**config.mk**
```make
export PLATFORM = sky130hd
export DESIGN_NAME = seq_event_counter
export DESIGN_NICKNAME = d
export VERILOG_FILES = /design/src/rtl/seq_evt_pkg.sv /design/src/rtl/seq_event_counter_sat_counter.sv /design/src/rtl/seq_event_counter.sv
export SDC_FILE = /design/constraint.sdc
export NUM_CORES = 1
export LEC_CHECK = 0
export BUFFER_PORTS_ARGS = -buffer_cell sky130_fd_sc_hd__buf_2
export CAP_MARGIN = 20
export CORE_MARGIN = 2
export CORE_UTILIZATION = 45
export DETAILED_ROUTE_END_ITERATION = 7
export GPL_ROUTABILITY_DRIVEN = 1
export GPL_TIMING_DRIVEN = 0
export PLACE_DENSITY = 0.72
export SLEW_MARGIN = 15
export SYNTH_ARGS = -nofsm -noshare
export SYNTH_HDL_FRONTEND = slang
export SYNTH_SLANG_ARGS = --single-unit
```
**constraint.sdc**
```tcl
create_clock -name clk -period 1.5 [get_ports clk]
set_clock_uncertainty 0.2 [all_clocks]
set_input_delay 0.15 -clock clk [delete_from_list [all_inputs] [get_ports clk]]
set_output_delay 0.15 -clock clk [all_outputs]
set_load 0.05 [all_outputs]
```
**src/rtl/seq_evt_pkg.sv**
```systemverilog
// Shared definitions for the windowed Z1/Z2 event counter:
// the controller state encoding and the default window/counter sizes.
package seq_evt_pkg;

    typedef enum logic [1:0] {
        IDLE   = 2'b00,
        COUNT  = 2'b01,
        REPORT = 2'b10
    } state_t;

    localparam int DEF_WINDOW = 16;
    localparam int DEF_CNT_W  = 8;

endpackage

```
**src/rtl/seq_event_counter_sat_counter.sv**
```systemverilog
// sat_counter: CNT_W-wide event counter with synchronous clear, +1 increment,
// saturation at all-ones and a sticky saturation flag.
// The next-state value is exported so the owner can capture a count that
// already includes the current sample.
module sat_counter #(
    parameter int CNT_W = 8
) (
    input  logic             clk,
    input  logic             rst,
    input  logic             clr_i,
    input  logic             inc_i,
    output logic [CNT_W-1:0] nxt_cnt_o,
    output logic             nxt_sat_o
);

    localparam logic [CNT_W-1:0] MAX = '1;

    logic [CNT_W-1:0] cnt_q;
    logic             sat_q;

    // Next count: clear wins, otherwise add one unless already pinned at MAX
    always_comb begin
        nxt_cnt_o = cnt_q;
        nxt_sat_o = sat_q;
        if (clr_i) begin
            nxt_cnt_o = '0;
            nxt_sat_o = 1'b0;
        end else if (inc_i && (cnt_q != MAX)) begin
            nxt_cnt_o = cnt_q + CNT_W'(1);
            nxt_sat_o = sat_q | (nxt_cnt_o == MAX);
        end
    end

    // Count and flag registers
    always_ff @(posedge clk) begin
        if (rst) begin
            cnt_q <= '0;
            sat_q <= 1'b0;
        end else begin
            cnt_q <= nxt_cnt_o;
            sat_q <= nxt_sat_o;
        end
    end

endmodule

```
**src/rtl/seq_event_counter.sv**
```systemverilog
// seq_event_counter: counts Z1/Z2 events over a window of WINDOW samples
// after a start request and presents the result with a valid/ready handshake.
// Optional build macro SEQ_EVT_EDGE_EN: count only rising edges of Z1/Z2
// instead of every high sample.
module seq_event_counter
    import seq_evt_pkg::*;
#(
    parameter int WINDOW = DEF_WINDOW,
    parameter int CNT_W  = DEF_CNT_W
) (
    input  logic             clk,
    input  logic             rst,
    input  logic             start,
    input  logic             Z1,
    input  logic             Z2,
    output logic [CNT_W-1:0] z1_count,
    output logic [CNT_W-1:0] z2_count,
    output logic             z1_sat,
    output logic             z2_sat,
    output logic             both_err,
    output logic             out_valid,
    input  logic             out_ready,
    output logic             busy
);

    localparam int              CYC_W    = (WINDOW > 1) ? $clog2(WINDOW) : 1;
    localparam logic [CYC_W-1:0] LAST_CYC = CYC_W'(WINDOW - 1);

    state_t           state_q;
    logic [CYC_W-1:0] cyc_q;
    logic             both_q;

    logic             win_clr;
    logic             sample;
    logic             z1_inc;
    logic             z2_inc;
    logic [CNT_W-1:0] z1_nxt;
    logic [CNT_W-1:0] z2_nxt;
    logic             z1_sat_nxt;
    logic             z2_sat_nxt;

    assign win_clr = (state_q == IDLE) && start;
    assign sample  = (state_q == COUNT);

`ifdef SEQ_EVT_EDGE_EN
    logic z1_prev_q;
    logic z2_prev_q;

    // Previous-sample history, cleared at window start so a high first sample counts
    always_ff @(posedge clk) begin
        if (rst || win_clr) begin
            z1_prev_q <= 1'b0;
            z2_prev_q <= 1'b0;
        end else if (sample) begin
            z1_prev_q <= Z1;
            z2_prev_q <= Z2;
        end
    end

    assign z1_inc = sample && Z1 && !z1_prev_q;
    assign z2_inc = sample && Z2 && !z2_prev_q;
`else
    assign z1_inc = sample && Z1;
    assign z2_inc = sample && Z2;
`endif

    sat_counter #(.CNT_W(CNT_W)) u_z1_cnt (
        .clk       (clk),
        .rst       (rst),
        .clr_i     (win_clr),
        .inc_i     (z1_inc),
        .nxt_cnt_o (z1_nxt),
        .nxt_sat_o (z1_sat_nxt)
    );

    sat_counter #(.CNT_W(CNT_W)) u_z2_cnt (
        .clk       (clk),
        .rst       (rst),
        .clr_i     (win_clr),
        .inc_i     (z2_inc),
        .nxt_cnt_o (z2_nxt),
        .nxt_sat_o (z2_sat_nxt)
    );

    // Window controller with registered report outputs
    always_ff @(posedge clk) begin
        if (rst) begin
            state_q   <= IDLE;
            cyc_q     <= '0;
            both_q    <= 1'b0;
            z1_count  <= '0;
            z2_count  <= '0;
            z1_sat    <= 1'b0;
            z2_sat    <= 1'b0;
            both_err  <= 1'b0;
            out_valid <= 1'b0;
            busy      <= 1'b0;
        end else begin
            case (state_q)
                IDLE: begin
                    if (start) begin
                        state_q <= COUNT;
                        cyc_q   <= '0;
                        both_q  <= 1'b0;
                        busy    <= 1'b1;
                    end
                end
                COUNT: begin
                    both_q <= both_q | (Z1 & Z2);
                    cyc_q  <= cyc_q + CYC_W'(1);
                    // Last sample of the window: report values include it
                    if (cyc_q == LAST_CYC) begin
                        state_q   <= REPORT;
                        z1_count  <= z1_nxt;
                        z2_count  <= z2_nxt;
                        z1_sat    <= z1_sat_nxt;
                        z2_sat    <= z2_sat_nxt;
                        both_err  <= both_q | (Z1 & Z2);
                        out_valid <= 1'b1;
                    end
                end
                REPORT: begin
                    if (out_ready) begin
                        state_q   <= IDLE;
                        z1_count  <= '0;
                        z2_count  <= '0;
                        z1_sat    <= 1'b0;
                        z2_sat    <= 1'b0;
                        both_err  <= 1'b0;
                        out_valid <= 1'b0;
                        busy      <= 1'b0;
                    end
                end
                default: begin
                    state_q   <= IDLE;
                    out_valid <= 1'b0;
                    busy      <= 1'b0;
                end
            endcase
        end
    end

endmodule

```
==> results.txt <==
Status - finished, violations left
Failing checks - negative setup slack
Sw frac - 23.8%
Nets@finish - 311
Final worst-path cycle share - 113%
Busiest grt layer - met2
Met3 usage - 5.49%
Post-Route WL - 5520 µm
Placed cells - 306
Grt met1 use - 25.6%
Later-pin clock latency in the skew report - 0.30 ns
N_diodes - 0
Worst setup EP type - flop
Drt first pass iters - 4
Min Tclk post-route - 1.69 ns
Setup ws final - -0.192 ns
R2R cell count - 7
Port Buffers - 26
Grt ovf - 0
Max_slew headroom - 64.8%
Largest net degree at the start of global routing - 15
Overall power - 2.29 mW
Total of max-cap violations - 0
CTS Buf Count - 5
Setup violators final - 37
Worst min path class - input pin to flop
Required time of the critical path - 1.50 ns
Routed length per placed instance - 15.6 µm
Max-slew violation count - 0
Int Pwr - 1.75 mW
Syn Inst Count - 228
Net Count, Synth - 239
DRC violations left - 0
Switch Pwr - 0.544 mW
Crit path max fanout - 5
Clk pwr share - 36.9%
EDFF count, synth - 0
Sequential share of the synthesized area - 44.8%
Top Ports - 27
CTS tree - done
Global-route wire length before repair - 8420 µm
Clock Tree Root - clkbuf_8
Vias in the first global route - 1839
Vias post-DR - 1944
Starting density of the core - 46.9%
Seq cells post-synth - 46
Crit Path Class - flop to flop
Synth warnings - 0
Tot GR Track Use - 20.7%
Fillcell total - 321
Power density cells - 735 nW/µm²
Fin cells - 353
Initial antenna violation count - 0
Final Util - 71.1%
LEAKAGE - 1.23 nW
Combinational power share - 9.5%
Arrival @ worst endpoint - 1.69 ns
Core ar. - 4380 µm²
Routability cong. - 0.845
Ys flop type - dfxtp_1
Slew @ Worst Pin - 0.529 ns
Post-synth cell types - 49
Area grow syn2layout - 51.6%
Pre-CTS setup slack - -0.243 ns
Die height - 71.6 µm
Met2 usage - 34.3%
Die Area - 5130 µm²
Post-DP HPWL - 3030 µm
Fmax - 0.591 GHz
Mean post-synth cell area - 9.02 µm²
Clock slew at reported path FFs - 0.09 ns
RSZ-0062 raised after global routing - true
Mapped cell area - 2060 µm²
Die X - 71.6 µm
Layout cells sized above 1 - 54.5%
Iter 0 DRT Violations - 123
H-tree depth - 2
Clock sink total - 46
Flop pwr share - 53.7%
Peak VDD IR - 640 µV
Std cell rows - 24
Max Root-Sink Buffers - 2
Endpoints failing hold - 0
Startpoint types - flop
Post-route ant nets - 0
Hold Path Cell Cnt - 4
Via/cell ratio - 5.51
Ys async rst share - 0%
Post-route setup TNS - -5.10 ns
## state kept, by name, indices dropped and copies added (netlist names)
| signal | count |
|---|---|
| u_z1_cnt.cnt_q | 8 |
| u_z2_cnt.cnt_q | 8 |
| z1_count | 8 |
| z2_count | 8 |
| cyc_q | 4 |
| state_q | 2 |
| both_err | 1 |
| both_q | 1 |
| busy | 1 |
| out_valid | 1 |
| u_z1_cnt.sat_q | 1 |
| u_z2_cnt.sat_q | 1 |
| z1_sat | 1 |
| z2_sat | 1 |
## power by group through the flow
stage | clock network [mW] | registers [mW] | logic [mW]
global route | 0.916 | 1.23 | 0.231
detailed placement | 0 | 1.27 | 0.123
floorplan | 0 | 1.28 | 0.0813
CTS | 0.869 | 1.23 | 0.173
finish | 0.844 | 1.23 | 0.217
global placement | 0 | 1.27 | 0.121
## metrics by stage
step | area (µm²) | hold slack, ns
2_1_floorplan | 2150 | 0.124
3_3_place_gp | 2350 | 0.229
3_5_place_dp | 2350 | 0.235
4_1_cts | 2820 | 0.0116
5_1_grt | 3120 | 0.0860
6_report | 3120 | 0.0416
## synthesized netlist by cell type (all sizes together), types with 2 or more instances
master  count  area (µm²)
dfxtp      46         921
nor2       35         141
nand2      26        97.6
o21ai      20         104
a21oi      10        50.1
nand3       9        55.1
xnor2       9        78.8
buf         7        46.3
nor3        7        45.0
xor2        6        52.6
ha          5        62.6
nand4       5        37.5
a31oi       4        25.0
a211oi      3        27.5
a22oi       3        22.5
inv         3        11.3
mux2i       3        30.0
nor3b       3        33.8
or2         3        18.8
a21o        2        15.0
a22o        2        17.5
and3        2        12.5
and3b       2        18.8
nand2b      2        20.0
## layout by cell type (no fill, tap or decap), types with 3 or more instances in the layout
master,Yosys,routed
nor3_2,2,4
inv_1,3,3
dfxtp_4,0,8
nand2_2,0,4
nor3_1,5,3
a21oi_2,0,4
o21ai_1,9,11
clkbuf_8,0,5
buf_6,1,14
buf_2,4,26
nor2_2,1,7
nand3_1,7,6
ha_4,0,3
nand4_1,4,4
a22oi_1,3,3
o21ai_2,1,5
xor2_1,6,6
dfxtp_1,46,28
dfxtp_2,0,10
xnor2_2,0,6
nand2_1,26,21
a21oi_1,10,5
nor2_4,1,4
o21ai_0,10,3
buf_4,2,29
nor2_1,33,24
## layer usage
layer  wire length, µm  share of wire, %
met5                 0                 0
met3               213               3.9
met4               119               2.2
met2              2830                51
met1              2360                43
## layout make-up
cell class                      instances  area [µm²]  area share (%)
Inverter                                3        11.3           0.361
Clock buffer                            6        93.8            3.01
Tap cell                               52        65.1            2.09
Sequential cell                        46         963            30.9
Multi-Input combinational cell        171        1420            45.5
Timing Repair Buffer                   65         472            15.1
Clock inverter                          2        10.0           0.321
Buffer                                  8        82.6            2.65
## critical path: stages, from the launching register on
cell	delay, ns
dfxtp_2	0.36
buf_6	0.14
buf_6	0.11
and3b_2	0.27
nand2_2	0.09
a31oi_4	0.17
a211oi_2	0.09
a21o_1	0.16
## worst paths after layout
kind / startpoint / to / slack (ns)
worst max-delay path: state_q[0] / z1_count[2] / -0.19
worst min register to register: z1_count[0] / z1_count[0] / 0.24
worst min-delay path: out_ready / out_valid / 0.04
worst max register to register: state_q[0] / z1_count[2] / -0.19
## logic make-up after synthesis
logic type	Yosys count	synth area share, %
flops	46	44.8
compound gates	47	14.5
simple gates	100	26.2
xor+xnor	15	6.39
mux	4	2.01
fa+ha+maj	5	3.04
buf+inv	11	2.98
## repair_timing
| item | in CTS | in global routing |
|---|---|---|
| buffers inserted | 26 | 11 |
| gates resized for setup | 43 | 51 |
| endpoints found under the hold margin | 1 | 0 |
| hold buffers | 1 | 0 |
| setup endpoints to repair | 38 | 40 |
| cloned | 2 | 0 |
| pin swaps | 19 | 33 |
Power figures use the tool's default switching activity.
